<file path="src/rtl/snn_queue_pkg.sv">
// Shared definitions for the spike event queue and the producers that feed it.
package snn_queue_pkg;

  localparam int unsigned DATA_W = 8;
  localparam int unsigned DEPTH  = 16;

  typedef logic [DATA_W-1:0] event_t;

endpackage

</file>
<file path="src/rtl/rr_arbiter.sv">
// Round-robin arbiter: one-hot grant to the first requester at or after rr_ptr.
module rr_arbiter #(
  parameter int unsigned N = 4
) (
  input  logic         clk,
  input  logic         rst,
  input  logic [N-1:0] req,
  input  logic         en,
  output logic [N-1:0] grant
);

  localparam int unsigned PW = (N > 1) ? $clog2(N) : 1;

  logic [PW-1:0] rr_ptr_q, rr_ptr_d;
  logic [PW-1:0] idx;
  logic [PW-1:0] win;
  logic          found;

  always_comb begin
    grant    = '0;
    found    = 1'b0;
    win      = '0;
    idx      = '0;
    rr_ptr_d = rr_ptr_q;
    if (en) begin
      for (int unsigned i = 0; i < N; i++) begin
        idx = PW'((32'(rr_ptr_q) + i) % N);
        if (!found && req[idx]) begin
          grant[idx] = 1'b1;
          found      = 1'b1;
          win        = idx;
        end
      end
      if (found) begin
        rr_ptr_d = (win == PW'(N - 1)) ? '0 : win + 1'b1;
      end
    end
  end

  always_ff @(posedge clk) begin
    if (rst) begin
      rr_ptr_q <= '0;
    end else begin
      rr_ptr_q <= rr_ptr_d;
    end
  end

endmodule

</file>
<file path="src/rtl/spike_queue_arbiter.sv">
// Shares one event queue between NUM_REQ spike producers and one consumer,
// with occupancy tracking so producers are held off before overflow.
module spike_queue_arbiter #(
  parameter int unsigned NUM_REQ = 4,
  parameter int unsigned DATA_W  = snn_queue_pkg::DATA_W,
  parameter int unsigned DEPTH   = snn_queue_pkg::DEPTH,
  parameter int unsigned CNT_W   = $clog2(DEPTH + 1)
) (
  input  logic                      clk,
  input  logic                      rst,
  input  logic [NUM_REQ-1:0]        req_valid_i,
  input  logic [NUM_REQ*DATA_W-1:0] req_data_i,
  output logic [NUM_REQ-1:0]        req_ready_o,
  output logic                      q_insert_o,
  output logic [DATA_W-1:0]         q_data_o,
  output logic                      q_read_o,
  input  logic                      q_valid_i,
  input  logic [DATA_W-1:0]         q_data_i,
  input  logic                      pop_i,
  output logic                      pop_valid_o,
  output logic [DATA_W-1:0]         pop_data_o,
  output logic [CNT_W-1:0]          count_o,
  output logic                      full_o,
  output logic                      empty_o
);

  logic [NUM_REQ-1:0] grant;
  logic               grant_any;
  logic               pop_acc;
  logic               full, empty;
  logic [DATA_W-1:0]  win_data;

  logic [CNT_W-1:0]  count_q, count_d;
  logic              q_insert_q, q_insert_d;
  logic [DATA_W-1:0] q_data_q, q_data_d;
  logic              q_read_q, q_read_d;
  logic              rd_pend_q, rd_pend_d;
  logic              pop_valid_q, pop_valid_d;
  logic [DATA_W-1:0] pop_data_q, pop_data_d;

  assign full  = (count_q == CNT_W'(DEPTH));
  assign empty = (count_q == '0);

  // Holding en low during reset keeps req_ready_o at zero while rst is high.
  rr_arbiter #(.N(NUM_REQ)) u_rr (
    .clk   (clk),
    .rst   (rst),
    .req   (req_valid_i),
    .en    (!full && !rst),
    .grant (grant)
  );

  always_comb begin
    grant_any   = |grant;
    pop_acc     = pop_i && !empty;
    win_data    = '0;
    for (int unsigned i = 0; i < NUM_REQ; i++) begin
      if (grant[i]) win_data = req_data_i[i*DATA_W +: DATA_W];
    end

    q_insert_d  = grant_any;
    q_data_d    = grant_any ? win_data : q_data_q;
    q_read_d    = pop_acc;
    // Queue output appears the cycle after its read strobe; only that cycle is trusted.
    rd_pend_d   = q_read_q;
    pop_valid_d = q_valid_i && rd_pend_q;
    pop_data_d  = pop_valid_d ? q_data_i : pop_data_q;

    unique case ({grant_any, pop_acc})
      2'b10:   count_d = count_q + 1'b1;
      2'b01:   count_d = count_q - 1'b1;
      default: count_d = count_q;
    endcase
  end

  always_ff @(posedge clk) begin
    if (rst) begin
      count_q     <= '0;
      q_insert_q  <= 1'b0;
      q_data_q    <= '0;
      q_read_q    <= 1'b0;
      rd_pend_q   <= 1'b0;
      pop_valid_q <= 1'b0;
      pop_data_q  <= '0;
    end else begin
      count_q     <= count_d;
      q_insert_q  <= q_insert_d;
      q_data_q    <= q_data_d;
      q_read_q    <= q_read_d;
      rd_pend_q   <= rd_pend_d;
      pop_valid_q <= pop_valid_d;
      pop_data_q  <= pop_data_d;
    end
  end

  assign req_ready_o = grant;
  assign q_insert_o  = q_insert_q;
  assign q_data_o    = q_data_q;
  assign q_read_o    = q_read_q;
  assign pop_valid_o = pop_valid_q;
  assign pop_data_o  = pop_data_q;
  assign count_o     = count_q;
  assign full_o      = full;
  assign empty_o     = empty;

endmodule

</file>
<file path="config.mk">
export PLATFORM = sky130hd
export DESIGN_NAME = spike_queue_arbiter
export DESIGN_NICKNAME = d
export VERILOG_FILES = /design/src/rtl/snn_queue_pkg.sv /design/src/rtl/rr_arbiter.sv /design/src/rtl/spike_queue_arbiter.sv
export SDC_FILE = /design/constraint.sdc
export NUM_CORES = 1
export LEC_CHECK = 0
export ABC_AREA = 0
export CORE_MARGIN = 8
export CORE_UTILIZATION = 41
export DETAILED_ROUTE_END_ITERATION = 16
export DONT_BUFFER_PORTS = 1
export HOLD_SLACK_MARGIN = 0.15
export PLACE_DENSITY = 0.68
export REMOVE_ABC_BUFFERS = 1
export SLEW_MARGIN = 20
export SYNTH_ARGS = -nofsm -noshare
export SYNTH_HDL_FRONTEND = slang
export SYNTH_SLANG_ARGS = --single-unit
</file>
<file path="constraint.sdc">
create_clock -name clk -period 4.1 [get_ports clk]
set_input_delay 0.82 -clock clk [delete_from_list [all_inputs] [get_ports clk]]
set_output_delay 0.82 -clock clk [all_outputs]
set_load 0.02 [all_outputs]
</file>
-- Word-level counts from Yosys, hierarchy flattened
Cells that the tools add are included.
W data, S select, Z words.
- output and inout port bits: 30
- bits in registers: 27
- word-level logic and storage cells: 92
- input bits: 48
- muxes and demuxes: 43
- bitwise gates (word level): 3
- $lt $le $gt $ge: 8
- $add $sub $neg: 6
- equality and inequality tests: 4
- reduce and logical (&&, ||, !) cells: 20
- operators by type and width (cell ; count):
    $mux W4 ; 8
    $mux W8 ; 4
    $mux W1 ; 16
    $lt A2 B3 Y1 const B ; 4
    $mux W2 ; 6
    $or A4 B4 Y4 ; 3
    $logic_and A1 B1 Y1 ; 10
    $pmux W5 S2 ; 1
    $bmux W1 S2 ; 4
    $demux W1 S2 ; 4
    $ge A2 B1 Y1 const B ; 4
    $logic_not A1 Y1 ; 6
    $add A5 B1 Y5 const B ; 1
    $eq A5 B5 Y1 const B ; 1
    $logic_not A5 Y1 ; 1
    $sub A5 B1 Y5 const B ; 1
    $add A2 B1 Y2 const B ; 2
    $add A2 B2 Y2 const B ; 2
    $eq A2 B2 Y1 const B ; 2
    $reduce_or A4 Y1 ; 1
    $eq A2 B1 Y1 const B ; 1
    $reduce_and A2 Y1 ; 1
    $reduce_bool A2 Y1 ; 1

-- Depth between registers and ports, before layout
- word-level depth: 20
- mapped depth: 19
- gate-level depth less buffers: 17

-- Hierarchy
Synthesis repeated with hierarchy kept, for this count alone.
- cell total of the unflattened synthesis: 240
- area, all modules: 2031.9 um2
- by module, submodules not included (module ; cells each ; area an instance (um2) ; sequential area each (um2) ; times used):
    spike_queue_arbiter ; 164 ; 1391.3 ; 500.5 ; 1
    rr_arbiter ; 76 ; 640.6 ; 40.0 ; 1

-- Worst setup path after synthesis
No wires, ideal clock.
- path kind: register -> register
- start: register u_rr.rr_ptr_q[1]
- end: register count_q[4], in the netlist count_o[4]
- library setup time: 0.070 ns
- data required time: 4.030 ns
- data arrival time: 4.441 ns
- stages on the path, launching flop included: 19
- slack: -0.411 ns
- cell sequence: dfxtp_1 buf_2 inv_1 ha_1 buf_2 mux2i_1 mux2_2 a2111oi_2 o32ai_1 a211o_1 or2_2 inv_1 ha_1 fa_1 a21o_1 a21oi_1 xor2_1 or3_1 a21oi_1
- cells in the longest elaborated chain, start to end: 19
- RTL lines (element ; line ; text):
    start: declaration ; rr_arbiter.sv:14 ; logic [PW-1:0] rr_ptr_q, rr_ptr_d;
    start signal: assignment ; rr_arbiter.sv:44 ; rr_ptr_q <= rr_ptr_d;
    branches (longest 14 deep; another with $lt A2 B3 Y1) ; -- ;
    $mux W4 * ; rr_arbiter.sv:28 ; if (!found && req[idx]) begin
    $mux W4 * ; rr_arbiter.sv:25 ; if (en) begin
    net req_ready_o[0] ; spike_queue_arbiter.sv:13 ; output logic [NUM_REQ-1:0] req_ready_o,
    $reduce_or A4 Y1 * ; spike_queue_arbiter.sv:54 ; grant_any = |grant;
    $eq A2 B1 Y1 or $eq A2 B2 Y1 (tied branches) ; spike_queue_arbiter.sv:69 ; unique case ({grant_any, pop_acc})
    $pmux W5 S2 or $reduce_bool A2 Y1 (tied branches) ; -- ;
    end signal: assignment ; spike_queue_arbiter.sv:86 ; count_q <= count_d;
    end: declaration ; spike_queue_arbiter.sv:33 ; logic [CNT_W-1:0] count_q, count_d;
Mark *: on every way through the listed nets, which the timed path passes. The select of a mux whose other input is x is not followed.
A chain may end at the register's enable or synchronous reset.

-- Worst setup path after layout
- start: register u_rr.rr_ptr_q[1]
- end: register count_q[4], in the netlist count_o[4]
- cells in the longest elaborated chain, start to end: 19
- RTL lines (element ; line):
    branches (longest 14 deep; another with $lt A2 B3 Y1) ; --
    $mux W4 * ; rr_arbiter.sv:28
    $mux W4 * ; rr_arbiter.sv:25
    $reduce_or A4 Y1 * ; spike_queue_arbiter.sv:54
    $eq A2 B1 Y1 or $eq A2 B2 Y1 (tied branches) ; spike_queue_arbiter.sv:69
    $pmux W5 S2 or $reduce_bool A2 Y1 (tied branches) ; --
Every way passes the cells marked *. The select of a mux whose other input is x is not followed.

==> flow_summary.toml <==
[floorplan]
placementRows = 25
core_um2 = 4690
die_w_um = 85.6
die_area_um2 = 7320
start_util_pct = 42.3
fp.dieH_um = 85.6
io_pins = 78

[timing]
worst_pin_slew_ns = 0.544
whs_ns = 0.553
fin_ws_ns = 0.253
rsz0062_at_grt = "no"
hold_viol_final = 0
finalSetupTns_ns = 0
fmax_mhz = 260
setup_viol = 0
slew-limit-headroom_pct = 63.5
min_period_over_period_pct = 93.8
skew_ns = 0.00452
fin_crit_ns = 3.85
slew_viol_final = 0

[synth]
yosys_warnings = 0
yosysTopAreaCellShare_pct = 27.3
yosysTopAreaCell = "dfxtp_1"
ys_ff_latch = 27
synthTopCellsByCount = "27 x dfxtp_1, 27 x nand2_1, 18 x a21oi_1, 14 x inv_1, 14 x nor2_1"
ys_async_sr_fraction_pct = 0
synth-seq-area-share_pct = 27.3
synth.distinct_cells = 50
synth_area_leaders = "dfxtp_1 27%, ha_1 6.9%, nand2_1 5.1%"
avgSynthCellArea_um2 = 8.66
synth_edf_count = 0
syn_area_um2 = 1980
synthCells = 229
ys.flop_type = "dfxtp_1"

[worst_hold_path]
hold_class = "flop to flop"

[worst_setup_path]
start_kind = "flop"
setup.worst_path.end_class = "flop"
cp_slowest_stage_delay_ns = 0.53
cp.buffers_inverters = 2
path_cells = "buf_4 > mux4_2 > nor2b_1 > a22o_1 > a221o_1 > a211o_1 > or2_2 > inv_1 > ha_2 > ha_1 > a21o_1 > a21oi_2 > xor2_1 > or3_1 > a21oi_1"
arrival_ns = 4.05
slowest_stage = "mux4_2"
critPathTopFamily = "compound AO/OA/AOI/OAI gates"
crit_type = "flop to flop"
required_ns = 4.30
cp_max_fo = 13

[cells_and_area]
syn_to_final_growth_pct = 10.5
drive_gt1_share_pct = 19.7
n_antenna_cell = 0
nNetsFinal = 295

[route]
drt-initial-drc-count = 100
wl_per_cell_um = 17.9
vias = 1740
drc = 0
antenna_left = 0
vias_per_cell = 6.04
first_pass_iters = 4
routed_wl_um = 5170

[run]
maxCapViolations = 0

[global_route]
antenna_found_initial = 0
grt_overflow = 0
grt_max_degree = 25
grt_pass1_vias = 1665
grt_pass1_wl_um = 8340
grt_usage_pct = 13.6

[power]
total_power_mw = 1.84
leakagePower_nw = 0.823
power.density_nw_per_um2 = 842
ir_worst_vdd_mv = 0.318

[placement]
gp_congestion = 0.871
place_ws_ns = -0.00733
io_buffers = 0
hpwl_um = 4160

[clock_tree]
cts_buffer_depth = 2
htree_levels = 1
clk_latency_ns = 0.26
root_buffer = "clkbuf_8"
cts_tree = "yes"
clk_pin_slew_ns = 0.09
numCtsBuffers = 3
cts_num_sinks = 27
post_cts_buffers = 0

[outcome]
status = "complete, no violations"
layout by cell type, fill, tap and decap left out, types with 3 or more instances in the layout:
master and count:
clkbuf_8 3, and2_1 4, nor3_1 4, a222oi_1 8
ha_1 9, mux4_2 4, buf_4 15, inv_1 14
nor2b_1 4, o221ai_2 6, xor2_1 3, o21ai_0 4
mux2i_1 7, nand3_1 8, a21oi_1 17, nor3b_2 3
nor2_1 14, dfxtp_1 26, a221oi_1 3, nand2b_1 3
nand2_1 27
logic make-up after synthesis:
kind of cell / Yosys count / share of synthesized area (%)
flip-flops: 27 / 27.3
adder cells (fa/ha/maj): 12 / 7.95
XOR/XNOR: 5 / 2.21
AO/OA/AOI/OAI: 64 / 26.3
multiplexers: 14 / 9.72
AND/OR/NAND/NOR: 77 / 19.4
buffers and inverters: 30 / 7.13
worst paths after layout:
path | start | depth (start not counted) | slack [ns] | endpoint
worst min-delay path | pop_data_o[2]$_SDFFE_PP0P_ | 2 | 0.55 | pop_data_o[2]$_SDFFE_PP0P_
worst min register to register | pop_data_o[2]$_SDFFE_PP0P_ | 2 | 0.55 | pop_data_o[2]$_SDFFE_PP0P_
worst max-delay path | u_rr.rr_ptr_q[1]$_SDFFE_PP0P_ | 15 | 0.25 | count_o[4]$_SDFFE_PP0P_
worst max register to register | u_rr.rr_ptr_q[1]$_SDFFE_PP0P_ | 15 | 0.25 | count_o[4]$_SDFFE_PP0P_
where the power goes:
| group | total, mW | switching [mW] | internal [mW] |
|---|---|---|---|
| clock | 0.145 | 0.0757 | 0.0693 |
| combinational | 1.22 | 0.673 | 0.551 |
| sequential | 0.476 | 0.139 | 0.337 |
per-layer routing:
layer	wire length, um	global-route usage (%)	vias to the layer above	share of wire [%]
li1	-	-	858	-
met1	2080	16.2	823	40
met2	2680	24.0	57	52
met3	367	2.96	2	7.1
met4	36	3.34	0	0.70
met5	0	0	-	0
sequential cells by signal, summed over array words and instances, names as in the netlist, named ones only:
name and count:
q_read_o 1, pop_data_o 8, pop_valid_o 1, q_insert_o 1, rd_pend_q 1, u_rr.rr_ptr_q 1, count_o 5, q_data_o 8
stage by stage:
step	instances	cell area [um2]	util, %
after global placement	284	2100	44.7
after global routing	288	2190	46.7
after CTS	288	2140	45.7
after floorplan	214	1900	-
after detailed placement	284	2100	44.7
final	288	2190	46.7
cell type report:
type / instances / area [um2]
timing repair buffer: 16 / 133
fill: 469 / 2500
sequential: 27 / 542
tap: 54 / 67.6
clock buffer: 4 / 45.0
multi-input combinational: 172 / 1350
inverter: 15 / 56.3
worst register-to-register path, cell delays in order (launching register included):
cell and delay (ns):
dfxtp_1 0.34, buf_4 0.21, mux4_2 0.53, nor2b_1 0.18, a22o_1 0.18, a221o_1 0.31, a211o_1 0.31, or2_2 0.29
inv_1 0.07, ha_2 0.22, ha_1 0.28, a21o_1 0.18, a21oi_2 0.14, xor2_1 0.09, or3_1 0.31, a21oi_1 0.14
repair_timing:
item,CTS,global route
resized for setup,0,10
hold buffers,0,0
endpoints found under the hold margin,0,0
setup endpoints to repair,0,2
Power figures use the tool's default switching activity.
